==> src/rtl/card_blitter.sv <==
// Card sprite blitter: scans a 32x46 card image from the card ROM at one pixel per
// clock, clips it against the frame-buffer edges, drops colour-key pixels and writes
// the rest into the frame buffer.
module card_blitter #(
  parameter int unsigned FB_W        = 320,
  parameter int unsigned FB_H        = 240,
  parameter int unsigned XW          = 9,
  parameter int unsigned YW          = 8,
  parameter int unsigned AW          = 17,
  parameter int unsigned TRANS_EN    = 1,
  parameter logic [11:0] TRANSPARENT = 12'hF0F
) (
  input  logic          clk_25MHz,
  input  logic          rst,
  input  logic          start,
  input  logic          abort,
  input  logic [5:0]    card_type,
  input  logic [XW-1:0] dst_x,
  input  logic [YW-1:0] dst_y,
  output logic [5:0]    rom_card_type,
  output logic [5:0]    rom_pixel_x,
  output logic [5:0]    rom_pixel_y,
  input  logic [11:0]   rom_pixel,
  output logic          fb_we,
  output logic [AW-1:0] fb_addr,
  output logic [11:0]   fb_data,
  output logic          busy,
  output logic          done
);

  localparam logic [1:0] StIdle  = 2'd0;
  localparam logic [1:0] StRun   = 2'd1;
  localparam logic [1:0] StDrain = 2'd2;

  logic [1:0]    state_q, state_d;
  logic [4:0]    px_q, px_d;
  logic [5:0]    py_q, py_d;
  logic [5:0]    card_q, card_d;
  logic [XW-1:0] dx_q, dx_d;
  logic [YW-1:0] dy_q, dy_d;
  logic          drain_q, drain_d;
  logic          done_q, done_d;

  // Stage 1: pixel whose ROM data arrives this cycle.
  logic          v1_q, v1_d;
  logic [4:0]    px1_q, px1_d;
  logic [5:0]    py1_q, py1_d;

  logic          fb_we_q, fb_we_d;
  logic [AW-1:0] fb_addr_q, fb_addr_d;
  logic [11:0]   fb_data_q, fb_data_d;

  logic [XW:0]   sx;
  logic [YW:0]   sy;
  logic          key_hit;

  // Scan sequencing: IDLE -> RUN (1472 issues) -> DRAIN (2 cycles) -> IDLE.
  always_comb begin
    state_d = state_q;
    px_d    = px_q;
    py_d    = py_q;
    card_d  = card_q;
    dx_d    = dx_q;
    dy_d    = dy_q;
    drain_d = drain_q;
    done_d  = 1'b0;
    v1_d    = 1'b0;
    px1_d   = px1_q;
    py1_d   = py1_q;
    case (state_q)
      StIdle: begin
        if (start) begin
          card_d  = card_type;
          dx_d    = dst_x;
          dy_d    = dst_y;
          px_d    = '0;
          py_d    = '0;
          state_d = StRun;
        end
      end
      StRun: begin
        if (abort) begin
          state_d = StIdle;
        end else begin
          v1_d  = 1'b1;
          px1_d = px_q;
          py1_d = py_q;
          if (px_q == 5'd31) begin
            px_d = '0;
            if (py_q == 6'd45) begin
              py_d    = '0;
              drain_d = 1'b0;
              state_d = StDrain;
            end else begin
              py_d = py_q + 6'd1;
            end
          end else begin
            px_d = px_q + 5'd1;
          end
        end
      end
      StDrain: begin
        if (abort) begin
          state_d = StIdle;
        end else if (drain_q) begin
          state_d = StIdle;
          done_d  = 1'b1;
        end else begin
          drain_d = 1'b1;
        end
      end
      default: state_d = StIdle;
    endcase
  end

  // Write stage: screen position, clipping and colour key for the stage-1 pixel.
  always_comb begin
    sx        = {1'b0, dx_q} + (XW+1)'(px1_q);
    sy        = {1'b0, dy_q} + (YW+1)'(py1_q);
    key_hit   = (TRANS_EN != 0) && (rom_pixel == TRANSPARENT);
    fb_we_d   = v1_q && (32'(sx) < FB_W) && (32'(sy) < FB_H) && !key_hit;
    fb_addr_d = AW'(sy) * AW'(FB_W) + AW'(sx);
    fb_data_d = rom_pixel;
  end

  // State, counters, stage-1 pipeline and registered write port.
  always_ff @(posedge clk_25MHz or posedge rst) begin
    if (rst) begin
      state_q   <= StIdle;
      px_q      <= '0;
      py_q      <= '0;
      card_q    <= '0;
      dx_q      <= '0;
      dy_q      <= '0;
      drain_q   <= 1'b0;
      done_q    <= 1'b0;
      v1_q      <= 1'b0;
      px1_q     <= '0;
      py1_q     <= '0;
      fb_we_q   <= 1'b0;
      fb_addr_q <= '0;
      fb_data_q <= '0;
    end else begin
      state_q   <= state_d;
      px_q      <= px_d;
      py_q      <= py_d;
      card_q    <= card_d;
      dx_q      <= dx_d;
      dy_q      <= dy_d;
      drain_q   <= drain_d;
      done_q    <= done_d;
      v1_q      <= v1_d;
      px1_q     <= px1_d;
      py1_q     <= py1_d;
      fb_we_q   <= fb_we_d;
      fb_addr_q <= fb_addr_d;
      fb_data_q <= fb_data_d;
    end
  end

  assign rom_card_type = card_q;
  assign rom_pixel_x   = {1'b0, px_q};
  assign rom_pixel_y   = py_q;
  assign fb_we         = fb_we_q;
  assign fb_addr       = fb_addr_q;
  assign fb_data       = fb_data_q;
  assign busy          = (state_q != StIdle);
  assign done          = done_q;

endmodule

==> config.mk <==
export PLATFORM = sky130hd
export DESIGN_NAME = card_blitter
export DESIGN_NICKNAME = d
export VERILOG_FILES = /design/src/rtl/card_blitter.sv
export SDC_FILE = /design/constraint.sdc
export NUM_CORES = 1
export LEC_CHECK = 0
export CORE_MARGIN = 2
export CORE_UTILIZATION = 36
export DETAILED_ROUTE_END_ITERATION = 8
export PLACE_DENSITY = 0.68
export SLEW_MARGIN = 30
export SYNTH_ARGS = -nofsm -noshare
export SYNTH_HDL_FRONTEND = slang
export SYNTH_SLANG_ARGS = --single-unit
==> constraint.sdc <==
create_clock -name clk_25MHz -period 10.4 [get_ports clk_25MHz]
set_input_delay 2.08 -clock clk_25MHz [delete_from_list [all_inputs] [get_ports clk_25MHz]]
set_output_delay 2.08 -clock clk_25MHz [all_outputs]
set_load 0.01 [all_outputs]
==> reports/summary.txt <==
outcome = finished, final reports clean
# clock sinks = 80
H-tree depth = 3
EDFF count, synth = 0
post-synth top area cell = dfrtp_1
busiest layer in global routing = met2
worst slew pin tran = 0.699 ns
IO buf count = 87
Internal = 0.00108 W
cts hold-fix bufs = 0
switching share of power = 39.8%
final hold vios = 0
Iteration-0 DRC Markers = 74
TNS Setup = 0 ns
IO Count = 89
Post-DP Area = 5270 um2
DP Cell Count = 605
final WL = 8.84 mm
routed length per instance = 14.2 um
final cell count without fillers = 621
Synth cell types = 61
Num CTS Buffers = 9
leak pwr = 2.42 nW
Slew Limit Headroom = 53.3%
crit path cell chain = ha_1 > inv_1 > fa_1 > nor2b_1 > o21ai_0 > a21boi_1 > o21a_1 > xor2_1 > ha_1 > inv_1 > fa_1 > nand2b_1 > a21oi_1 > nor3b_2 > and4_1 > a31oi_1 > o221a_1 > xnor2_1
cts repair resizes = 0
ys async rst share = 100%
nets = 545
CTS Buffer Depth = 2
setup skew after layout = 0.00792 ns
number of global-route vias before repair = 3,142
Clock transition at path regs = 0.06 ns
Final min period = 4.08 ns
grt met1 use = 19.4%
flop2flop setup slack = 6.32 ns
Crit. End Element = flip-flop
synthesized area per cell = 11.1 um2
Clk pwr share = 17.6%
RR Startpoint = px1_q[0]
worst vdd ir = 0.224 mV
filler instances = 1,057
die height = 112 um
fraction of final layout cells with drive strength greater than 1 = 12.6%
starting density of the core = 36.9%
max incr delay on CP = 0.40 ns
clock root buffer = clkbuf_16
Vias per Instance = 4.98
Max Clk Rate = 0.245 GHz
overall die area = 12,600 um2
Design Area, Final = 5570 um2
Synth Instances = 382
initial antenna violation count = 0
CP Data Arrival Time = 4.29 ns
r2r endpoint = fb_addr[16]
via count = 3,094
post-CTS setup buffers = 0
Synth Register Bits = 80
fin. max-slew vios = 0
largest cells by area after synthesis = dfrtp_1 (47%), ha_1 (8.6%), mux2_2 (8.2%)
crit path from = px1_q[0]
total of warnings raised by yosys = 0
Skew-Pair Late Insertion Delay = 0.33 ns
global-route wire length before repair = 15.1 mm
DP HPWL = 6.59 mm
Main synth FF type = dfrtp_1
drt drc = 0
Final Power = 0.00179 W
Seq pwr share = 25.6%
critical path type = flip-flop to flip-flop
Std-Cell Rows = 39
Critical Path Start Type = flip-flop
Final ANT Viol Nets = 0
CP required = 10.61 ns
Final Setup Violations = 0
# Max-Cap Violations = 0
gpl congestion = 0.827
R2R cell count = 18
sequential area share after synthesis = 47.3%
drt pass-1 iters = 4
Yosys top cell area share = 47.3%
HP Class = flip-flop to flip-flop
syn_nets = 454
commonest cells in the netlist = dfrtp_1 (80), mux2_2 (31), ha_1 (29), nor2_1 (26), inv_1 (24)
met3 Use GR = 3.08%
Period Utilization, post-route = 39.2%
NetSw = 0.000713 W
Critical-path top delay cell = fa_1
grt total ovfl = 0
DIE WIDTH = 112 um
Layout area overhead = 31.5%
Final Util = 48.5%
Core ar. = 11,500 um2
CTS tree = yes
number of diodes = 0
Comb power frac = 56.8%
count leader, synth = dfrtp_1
met2 Use GR = 24.4%
Total GRT Usage = 14.9%
Pwr per Cell Area = 322 nW/um2
Crit Path Max Fanout = 5
largest net degree at the start of global routing = 81
Syn Std Cell Area = 4230 um2
RSZ-0062 raised after global routing = no
crit path capture = fb_addr[16]
==> through the flow <==
| stage | hold slack [ns] | worst slack [ns] |
|---|---|---|
| floorplan | 0.462 | 6.27 |
| CTS | 0.507 | 6.32 |
| detailed placement | 0.493 | 6.22 |
| global route | 0.517 | 6.03 |
| finish | 0.500 | 6.32 |
| global placement | 0.488 | 5.98 |
==> worst max-delay path: cells and delay by family, from the launching register on <==
kind | cells | cell delay, ns
xor gates and xnor gates | 2 | 0.31
and+or+nand+nor | 4 | 0.84
buffers and inverters | 2 | 0.12
adders and majority gates | 4 | 1.17
DFF | 1 | 0.36
AOI/OAI and AO/OA | 6 | 1.14
==> area by class of cell <==
cell class                 count  area (um2)  share of cell area, %
clock inverter                 6        68.8                   1.24
inverter                      24        91.3                   1.64
multi-input combinational    269        2110                   37.9
clock buffer                  10         229                   4.11
sequential                    80        2000                   36.0
tap                          143         179                   3.21
timing repair buffer          89         890                   16.0
==> worst min-delay path by stage <==
stage                     cells after the start  slack [ns]          endpoint        startpoint
after floorplan                               1        0.46        fb_addr[0]          px1_q[0]
after global placement                        1        0.49  rom_card_type[5]  rom_card_type[5]
after detailed placement                      1        0.49        fb_addr[0]           dx_q[0]
after CTS                                     1        0.51        fb_addr[0]           dx_q[0]
after global routing                          1        0.52        fb_addr[0]          px1_q[0]
final                                         1        0.50        fb_addr[0]           dx_q[0]
==> per-layer routing <==
| layer | vias to the layer above | part of all wire [%] |
|---|---|---|
| met3 | 11 | 4.8 |
| met5 | - | 0 |
| met1 | 1480 | 46 |
| li1 | 1518 | - |
| met2 | 85 | 47 |
| met4 | 0 | 1.7 |
==> logic make-up after synthesis <==
kind of cell | share of synthesized area [%]
adders and majority gates | 10.7
muxes | 8.25
other | 0.0886
DFF | 47.3
xor gates and xnor gates | 5.59
and+or+nand+nor | 13.7
buffers and inverters | 3.13
AOI/OAI and AO/OA | 11.3
==> flip-flops by register name, summed over array words and instances (netlist names) <==
signal and count:
drain_q 1, v1_q 1, dx_q 9, px1_q 5
rom_card_type 6, state_q 2, done 1, rom_pixel_y 6
fb_addr 17, fb_data 12, fb_we 1, px_q 5
py1_q 6, dy_q 8
==> cells in the final DEF, fill, tap and decap left out, drive strengths merged, types with 17 or more instances in the layout <==
cell	synthesis	layout
a21oi	17	17
clkdlybuf4s50	0	87
dfrtp	80	80
ha	29	29
inv	24	24
mux2	31	31
nand2	19	19
nor2	26	26
o21ai	22	22
xnor2	17	17
==> power groups by stage <==
stage          Combinational, W  Clock (W)  Sequential [W]
3_3_place_gp           0.000983          0        0.000462
5_1_grt                 0.00113   0.000339        0.000469
4_1_cts                 0.00102   0.000324        0.000459
2_1_floorplan          0.000731          0        0.000475
6_report                0.00102   0.000315        0.000458
3_5_place_dp            0.00101          0        0.000464
No activity file was read; power rests on OpenSTA's default activity.
